<file path="config.mk">
export PLATFORM = sky130hd
export DESIGN_NAME = digit_scanner
export DESIGN_NICKNAME = d
export VERILOG_FILES = /design/src/rtl/digit_scanner_pkg.sv /design/src/rtl/digit_scanner.sv
export SDC_FILE = /design/constraint.sdc
export NUM_CORES = 1
export LEC_CHECK = 0
export CORE_AREA = 2 2 78 80
export CTS_CLUSTER_DIAMETER = 40
export DETAILED_ROUTE_END_ITERATION = 12
export DIE_AREA = 0 0 80 82
export HOLD_SLACK_MARGIN = 0.08
export PLACE_DENSITY = 0.69
export SLEW_MARGIN = 20
export SYNTH_ARGS = -nofsm -noshare
export SYNTH_HDL_FRONTEND = slang
export SYNTH_SLANG_ARGS = --single-unit
</file>
<file path="constraint.sdc">
create_clock -name clkDiv -period 1.99 [get_ports clkDiv]
set_input_delay 0.398 -clock clkDiv [delete_from_list [all_inputs] [get_ports clkDiv]]
set_output_delay 0.398 -clock clkDiv [all_outputs]
set_load 0.02 [all_outputs]
</file>
<file path="src/rtl/digit_scanner_pkg.sv">
// Shared types and constants for the four-digit multiplexed display scanner.
package digit_scanner_pkg;

    typedef enum logic [0:0] {
        IDLE = 1'b0,
        SCAN = 1'b1
    } state_t;

    localparam int         DIGITS = 4;
    localparam logic [3:0] AN_OFF = 4'b1111;

endpackage

</file>
<file path="src/rtl/digit_scanner.sv">
// Time-multiplexes four hex nibbles onto a common-anode display, swapping in new
// values only at frame boundaries and blanking leading zeros.
module digit_scanner
    import digit_scanner_pkg::*;
#(
    parameter int DWELL      = 4,
    parameter bit LEAD_BLANK = 1'b1
) (
    input  logic        clkDiv,
    input  logic        reset,
    input  logic        load_valid,
    input  logic [15:0] load_data,
    output logic        load_ready,
    output logic [3:0]  an,
    output logic [3:0]  nibble,
    output logic        frame_done
);

    localparam int              DW_W       = $clog2(DWELL + 1);
    localparam logic [DW_W-1:0] DWELL_LAST = DW_W'(DWELL - 1);

    state_t          state;
    logic [DW_W-1:0] dwell;
    logic [1:0]      digit;
    logic [15:0]     active;
    logic [15:0]     shadow;
    logic            pending;

    logic            frame_end;
    logic            accept;
    logic [3:0]      an_next;
    logic [3:0]      nibble_next;
    logic [3:0]      an_p1;
    logic [3:0]      nibble_p1;

    // A digit is a leading zero when it and every digit to its left are zero.
    function automatic logic digit_blank(input logic [15:0] val, input logic [1:0] idx);
        logic [15:0] upper;
        upper = val >> {idx, 2'b00};
        return (idx != 2'd0) && (upper == 16'h0000);
    endfunction

    always_comb begin
        frame_end   = (state == SCAN) && (digit == 2'd3) && (dwell == DWELL_LAST);
        load_ready  = reset || (state == IDLE) || !pending;
        accept      = load_valid && load_ready && !reset;
        nibble_next = active[{digit, 2'b00} +: 4];
        an_next     = AN_OFF;
        if (state == SCAN && !(LEAD_BLANK && digit_blank(active, digit))) begin
            an_next = ~(4'b0001 << digit);
        end
    end

    // Stage p1: registered display drive, one cycle behind the scan position.
    always_ff @(posedge clkDiv) begin
        if (reset) begin
            state     <= IDLE;
            dwell     <= '0;
            digit     <= 2'd0;
            active    <= 16'h0000;
            shadow    <= 16'h0000;
            pending   <= 1'b0;
            an_p1     <= AN_OFF;
            nibble_p1 <= 4'h0;
        end else begin
            an_p1     <= an_next;
            nibble_p1 <= nibble_next;
            case (state)
                IDLE: begin
                    if (accept) begin
                        active <= load_data;
                        state  <= SCAN;
                        digit  <= 2'd0;
                        dwell  <= '0;
                    end
                end
                SCAN: begin
                    if (dwell == DWELL_LAST) begin
                        dwell <= '0;
                        digit <= digit + 2'd1;
                    end else begin
                        dwell <= dwell + 1'b1;
                    end
                    // New values only land between frames so no frame mixes two values.
                    if (frame_end) begin
                        if (pending) begin
                            active  <= shadow;
                            pending <= 1'b0;
                        end else if (accept) begin
                            active <= load_data;
                        end
                    end else if (accept) begin
                        shadow  <= load_data;
                        pending <= 1'b1;
                    end
                end
                default: state <= IDLE;
            endcase
        end
    end

    assign an         = reset ? AN_OFF : an_p1;
    assign nibble     = reset ? 4'h0 : nibble_p1;
    assign frame_done = frame_end && !reset;

endmodule

</file>
==> results.yml, run 1 <==
timing:
  rsz0062_at_grt: "no"
  fmax_mhz: 541
  finalSetupViolations: 0
  relSlewSlack: 0.637
  finalCriticalPeriod_ps: 1850
  fin_skew_ps: 7.87
  tightest_slew_ps: 543
  hold_viol: 0
  fin_crit_sh: 0.930
  postLayoutSetupSlackWorst_ps: 140
  slew_viol_final: 0
global_route:
  grt_use_met2: 0.256
  busiest_layer: "met2"
  gr-usage-all-layers: 0.152
  use_met3: 0.0264
  first_global_vias: 1704
  grt_pass1_wl_um: 7840
  antenna_found_initial: 0
  use_met1: 0.191
  overflow: 0
  grt_max_degree: 24
clock_tree:
  clk_latency_ps: 300
  cts_made_buffers: 5
  root_buffer: "clkbuf_8"
  cts_tree: "done"
  path_clk_slew_ps: 80
  postCtsHoldBufs: 0
  clock-sinks: 47
  cts_setup_buffers: 0
  cts_buffer_depth: 2
  htreeDepth: 2
final_layout:
  drive_gt1_frac: 0.0929
  multi_input_area_um2: 1100
  postLayoutCoreUtil: 0.473
  diodes: 0
  fillers: 589
  final_nets: 303
  final_cell_mix: "47 x dfxtp_1, 37 x nor2_1, 20 x inv_1, 20 x nand3_1"
  final_common_cell: "dfxtp_1"
  regArea_um2: 941
  fin_cells: 355
  syn_to_final_growth_pct: 23.5
logic_synthesis:
  synth_edf_count: 0
  ys_async_sr_fraction: 0
  post_synth_instance_area_um2: 2200
  synth_compound_area_frac: 0.148
  yosysWarnings: 0
  synth_seq_cells: 47
  ys.flop_type: "dfxtp_1"
  muxShareOfSynthArea: 0.122
  yosys.area_share.simple: 0.199
  synth_xor_area_frac: 0
  yosysSeqAreaShare: 0.427
  syn-instance-count: 247
  synthAdderAreaFrac: 0.0284
  synth_fp_nets: 271
  syn_avg_cell_area_um2: 8.92
  synth_cell_types: 32
  synth_top_family_by_area: "simple AND/OR/NAND/NOR gates"
worst_setup_path:
  crit_fanout: 3
  rr_worst_depth: 5
  timing.rr.end: "an_p1[1]"
  worstPathArrival_ps: 1450
  crit_path_start_kind: "flop"
  rr_startpoint: "digit[0]"
  crit_required_ps: 1590
  critical-path-slowest-cell: "dfxtp_1"
  cp-end-kind: "primary output"
  crit_start: "dwell[0]"
  worstSetupPathType: "flop to primary output"
  path_cells: "ha_1 -> nand3b_1 -> nor2b_1 -> dlygate4sd2_1"
  ff2ff_setup_slack_ps: 230
  endpoint: "frame_done"
  crit_path_max_incr_delay_ps: 370
detailed_routing:
  wl_um: 4580
  first_pass_iters: 4
  viasPerCell: 5.14
  wl_per_cell_um: 12.9
  drt-initial-drc-count: 68
  via_count: 1825
  postRouteAntennaNets: 0
  drcViolationCount: 0
floorplan:
  die_w_um: 80
  io_pins: 29
  rows: 28
  die_area_um2: 6560
  die_y_um: 82
  initial_core_util: 0.383
  core_um2: 5750
flow_run:
  maxCapViolations: 0
place:
  dp_cells: 347
  pre_cts_slack_ps: -309
  port_buffers: 28
  gp_congestion: 0.794
  dp_hpwl_um: 3300
power:
  power_density_nw_per_um2: 669
  p_leak_nw: 1.18
  vdd_ir_drop_max_mv: 0.331
hold_path:
  hold_path.class: "flop to flop"
status:
  outcome: "finished, final reports clean"
## layer usage
layer  vias up  wire [um]
met5         -          0
met2        30       2160
met1       863       2200
li1        925          -
met3         7        141
met4         0         77
## where the power goes
group          switching [mW]  internal [mW]  leakage [nW]
sequential             0.0200          0.970         0.382
combinational           0.117          0.110         0.745
clock                   0.317          0.285        0.0484
total                   0.454           1.37          1.18
## kinds of logic (layout without fill, tap and decap cells)
group                    count (synthesis)  in the layout
AND/OR/NAND/NOR                         90             90
flip-flops                              47             47
AO/OA/AOI/OAI                           44             44
buffers and inverters                   40             73
multiplexers                            21             21
adder cells (fa/ha/maj)                  5              5
## what timing repair did
action | in CTS | in global routing
setup endpoints to repair | 10 | 0
endpoints found under the hold margin | 0 | 0
gates resized for setup | 11 | 0
## worst min path at each step
stage / startpoint / end / slack, ps / cells after the start
3_3_place_gp: shadow[0] / shadow[0] / 480 / 2
2_1_floorplan: shadow[0] / shadow[0] / 460 / 2
6_report: dwell[2] / dwell[2] / 490 / 1
5_1_grt: dwell[2] / dwell[2] / 530 / 1
4_1_cts: dwell[2] / dwell[2] / 490 / 1
3_5_place_dp: dwell[2] / dwell[2] / 480 / 1
## critical path, delay by kind of cell, from the launching register on
kind                     cells  cell delay (ps)
buffers and inverters        1              340
adder cells (fa/ha/maj)      1              210
flip-flops                   1              370
AND/OR/NAND/NOR              2              250
## per-stage QoR
stage | hold slack (ps) | TNS [ps] | power (mW) | cell area, um2
after floorplan | 463 | 0 | 1.14 | 2200
after global placement | 478 | -5840 | 1.24 | 2640
after detailed placement | 483 | -6380 | 1.24 | 2640
after CTS | 494 | 0 | 1.85 | 2720
after global routing | 529 | 0 | 1.92 | 2720
final | 491 | 0 | 1.82 | 2720
## cell usage after synthesis, types with 3 or more instances
cell type,count,share of area
a21oi_1,4,0.0091
a22oi_1,16,0.055
buf_2,4,0.0091
clkbuf_1,14,0.024
dfxtp_1,47,0.43
ha_1,5,0.028
inv_1,20,0.034
mux2i_1,17,0.077
nand2_1,5,0.0085
nand3_1,20,0.045
nor2_1,37,0.063
nor2b_1,12,0.034
nor4_1,3,0.0085
o31ai_1,16,0.055
or2_1,5,0.014
## sequential cells by signal, indices dropped and copies added (netlist names)
| signal | flops |
|---|---|
| active | 16 |
| shadow | 16 |
| an_p1 | 4 |
| nibble_p1 | 4 |
| dwell | 3 |
| digit | 2 |
| pending | 1 |
| state | 1 |
## final cells by class
cell class	count	share of cell area
Clock inverter	1	0.00322
Sequential cell	47	0.346
Multi-Input combinational cell	160	0.403
Inverter	20	0.0276
Timing Repair Buffer	45	0.154
Tap cell	75	0.0345
Clock buffer	7	0.0317
(Power assumes the default switching activity.)
==> run 2, diff against run 1 <==
--- a/config.mk
+++ b/config.mk
@@ -5,10 +5,10 @@
 export SDC_FILE = /design/constraint.sdc
 export NUM_CORES = 1
 export LEC_CHECK = 0
-export CORE_AREA = 2 2 78 80
+export CORE_AREA = 3 3 79 81
 export CTS_CLUSTER_DIAMETER = 40
 export DETAILED_ROUTE_END_ITERATION = 12
-export DIE_AREA = 0 0 80 82
+export DIE_AREA = 0 0 82 84
 export HOLD_SLACK_MARGIN = 0.08
 export PLACE_DENSITY = 0.69
 export SLEW_MARGIN = 20
==> run 2 against run 1 <==
Net effect: combinational power decreased by 2%; register-to-register slack is essentially flat; clock power increased by 12%; die area grew 5.0%; non-clock buffer count shrank 2; sequential share of layout area grew 0.37 points; clock skew decreased by 5.7 ps; power increased by 3.5%; global-route usage is 0.37 points lower; critical endpoint is now load_ready.
==> results.yml, run 2 (synthesis results as in run 1) <==
power:
  power_density_nw_per_um2: 700
  comb_power_share: 0.118
  p_leak_nw: 1.15
  p_int_mw: 1.44
  pwr-share-seq: 0.525
  p_sw_mw: 0.440
  clkPwrFrac: 0.357
  sw_frac_of_total: 0.234
  vdd_ir_drop_max_mv: 0.453
timing:
  fin_skew_ps: 2.14
  postLayoutSetupSlackWorst_ps: 49.4
  hold_ws_ps: 486
  hold_viol: 0
  tightest_slew_ps: 616
  relSlewSlack: 0.589
  fmax_mhz: 515
  slew_viol_final: 0
  setup_tns_ps: 0
  finalSetupViolations: 0
  fin_crit_sh: 0.975
  finalCriticalPeriod_ps: 1940
  rsz0062_at_grt: "no"
place:
  placed_area_um2: 2590
  port_buffers: 28
  dp_hpwl_um: 3300
  gp_congestion: 0.772
  pre_cts_slack_ps: 83.2
detailed_routing:
  viasPerCell: 5.21
  via_count: 1819
  postRouteAntennaNets: 0
  drcViolationCount: 0
  wl_per_cell_um: 13.6
  wl_um: 4750
  first_pass_iters: 5
  drt-initial-drc-count: 116
clock_tree:
  htreeDepth: 2
  postCtsHoldBufs: 0
  cts_buffer_depth: 2
  cts_tree: "done"
  clock-sinks: 47
  path_clk_slew_ps: 80
  clk_latency_ps: 290
  cts_setup_buffers: 0
  cts_made_buffers: 5
  cts_resized: 1
  root_buffer: "clkbuf_8"
final_layout:
  final_nets: 301
  final_cell_mix: "47 x dfxtp_1, 37 x nor2_1, 26 x clkdlybuf4s50_1"
  syn_to_final_growth_pct: 22.1
  design_area_um2: 2690
  diodes: 0
  final_common_cell: "dfxtp_1"
  fillers: 566
  top_regs: "active (16), shadow (16)"
  drive_gt1_frac: 0.0866
worst_setup_path:
  crit_required_ps: 1590
  path_cells: "and2_1 -> nand2b_1 -> clkdlybuf4s50_1"
  crit_path_max_incr_delay_ps: 620
  crit_path_start_kind: "flop"
  worstSetupPathType: "flop to primary output"
  crit_fanout: 4
  worstPathArrival_ps: 1540
  critical-path-slowest-cell: "clkdlybuf4s50_1"
  cp-end-kind: "primary output"
floorplan:
  io_pins: 29
  core_um2: 5540
  rows: 27
  die_y_um: 84
  die_w_um: 82
  initial_core_util: 0.398
  die_area_um2: 6890
flow_run:
  maxCapViolations: 0
global_route:
  antenna_found_initial: 0
  grt_pass1_wl_um: 8100
  grt_max_degree: 39
  first_global_vias: 1703
  overflow: 0
  gr-usage-all-layers: 0.149
hold_path:
  hold_path.class: "flop to flop"
status:
  outcome: "finished, final reports clean"
run 2: final cells by class:
class	instances	area, um2	area share
Sequential cell	47	941	0.350
Timing Repair Buffer	43	387	0.144
Tap cell	72	90.1	0.0335
Clock inverter	1	30.0	0.0112
Multi-Input combinational cell	160	1100	0.407
Clock buffer	6	72.6	0.0270
Inverter	20	75.1	0.0279
run 2: power by group through the flow:
| stage | logic (mW) | registers [mW] | clock network, mW |
|---|---|---|---|
| after detailed placement | 0.223 | 1.01 | 0 |
| after floorplan | 0.137 | 1.01 | 0 |
| after global routing | 0.247 | 0.994 | 0.723 |
| after CTS | 0.223 | 0.990 | 0.692 |
| final | 0.222 | 0.989 | 0.672 |
| after global placement | 0.218 | 1.01 | 0 |
run 2: path summary, 6_finish.rpt:
| check | from | end | slack [ps] | cells after the start |
|---|---|---|---|---|
| hold / removal | dwell[2] | dwell[2] | 490 | 1 |
| hold reg to reg | dwell[2] | dwell[2] | 490 | 1 |
| setup / recovery | state | load_ready | 50 | 3 |
| setup reg to reg | digit[0] | an_p1[2] | 220 | 5 |
run 2: metrics by stage:
step            util  total power, mW  instances
3_5_place_dp   0.467             1.23        342
6_report       0.486             1.88        349
2_1_floorplan      -             1.14        247
5_1_grt        0.486             1.96        349
4_1_cts        0.486             1.90        349
3_3_place_gp   0.467             1.23        342
run 2: worst max-delay path: cells and delay by family, from the launching register on:
kind	cells	cell delay (ps)
buffers and inverters	1	620
AND/OR/NAND/NOR	2	300
flip-flops	1	330
run 2: layer usage:
layer	GRT usage	vias up	wire length (um)
met2	0.225	38	2200
li1	-	914	-
met3	0.0335	4	230
met5	0	-	0
met1	0.205	863	2270
met4	0.0514	0	46
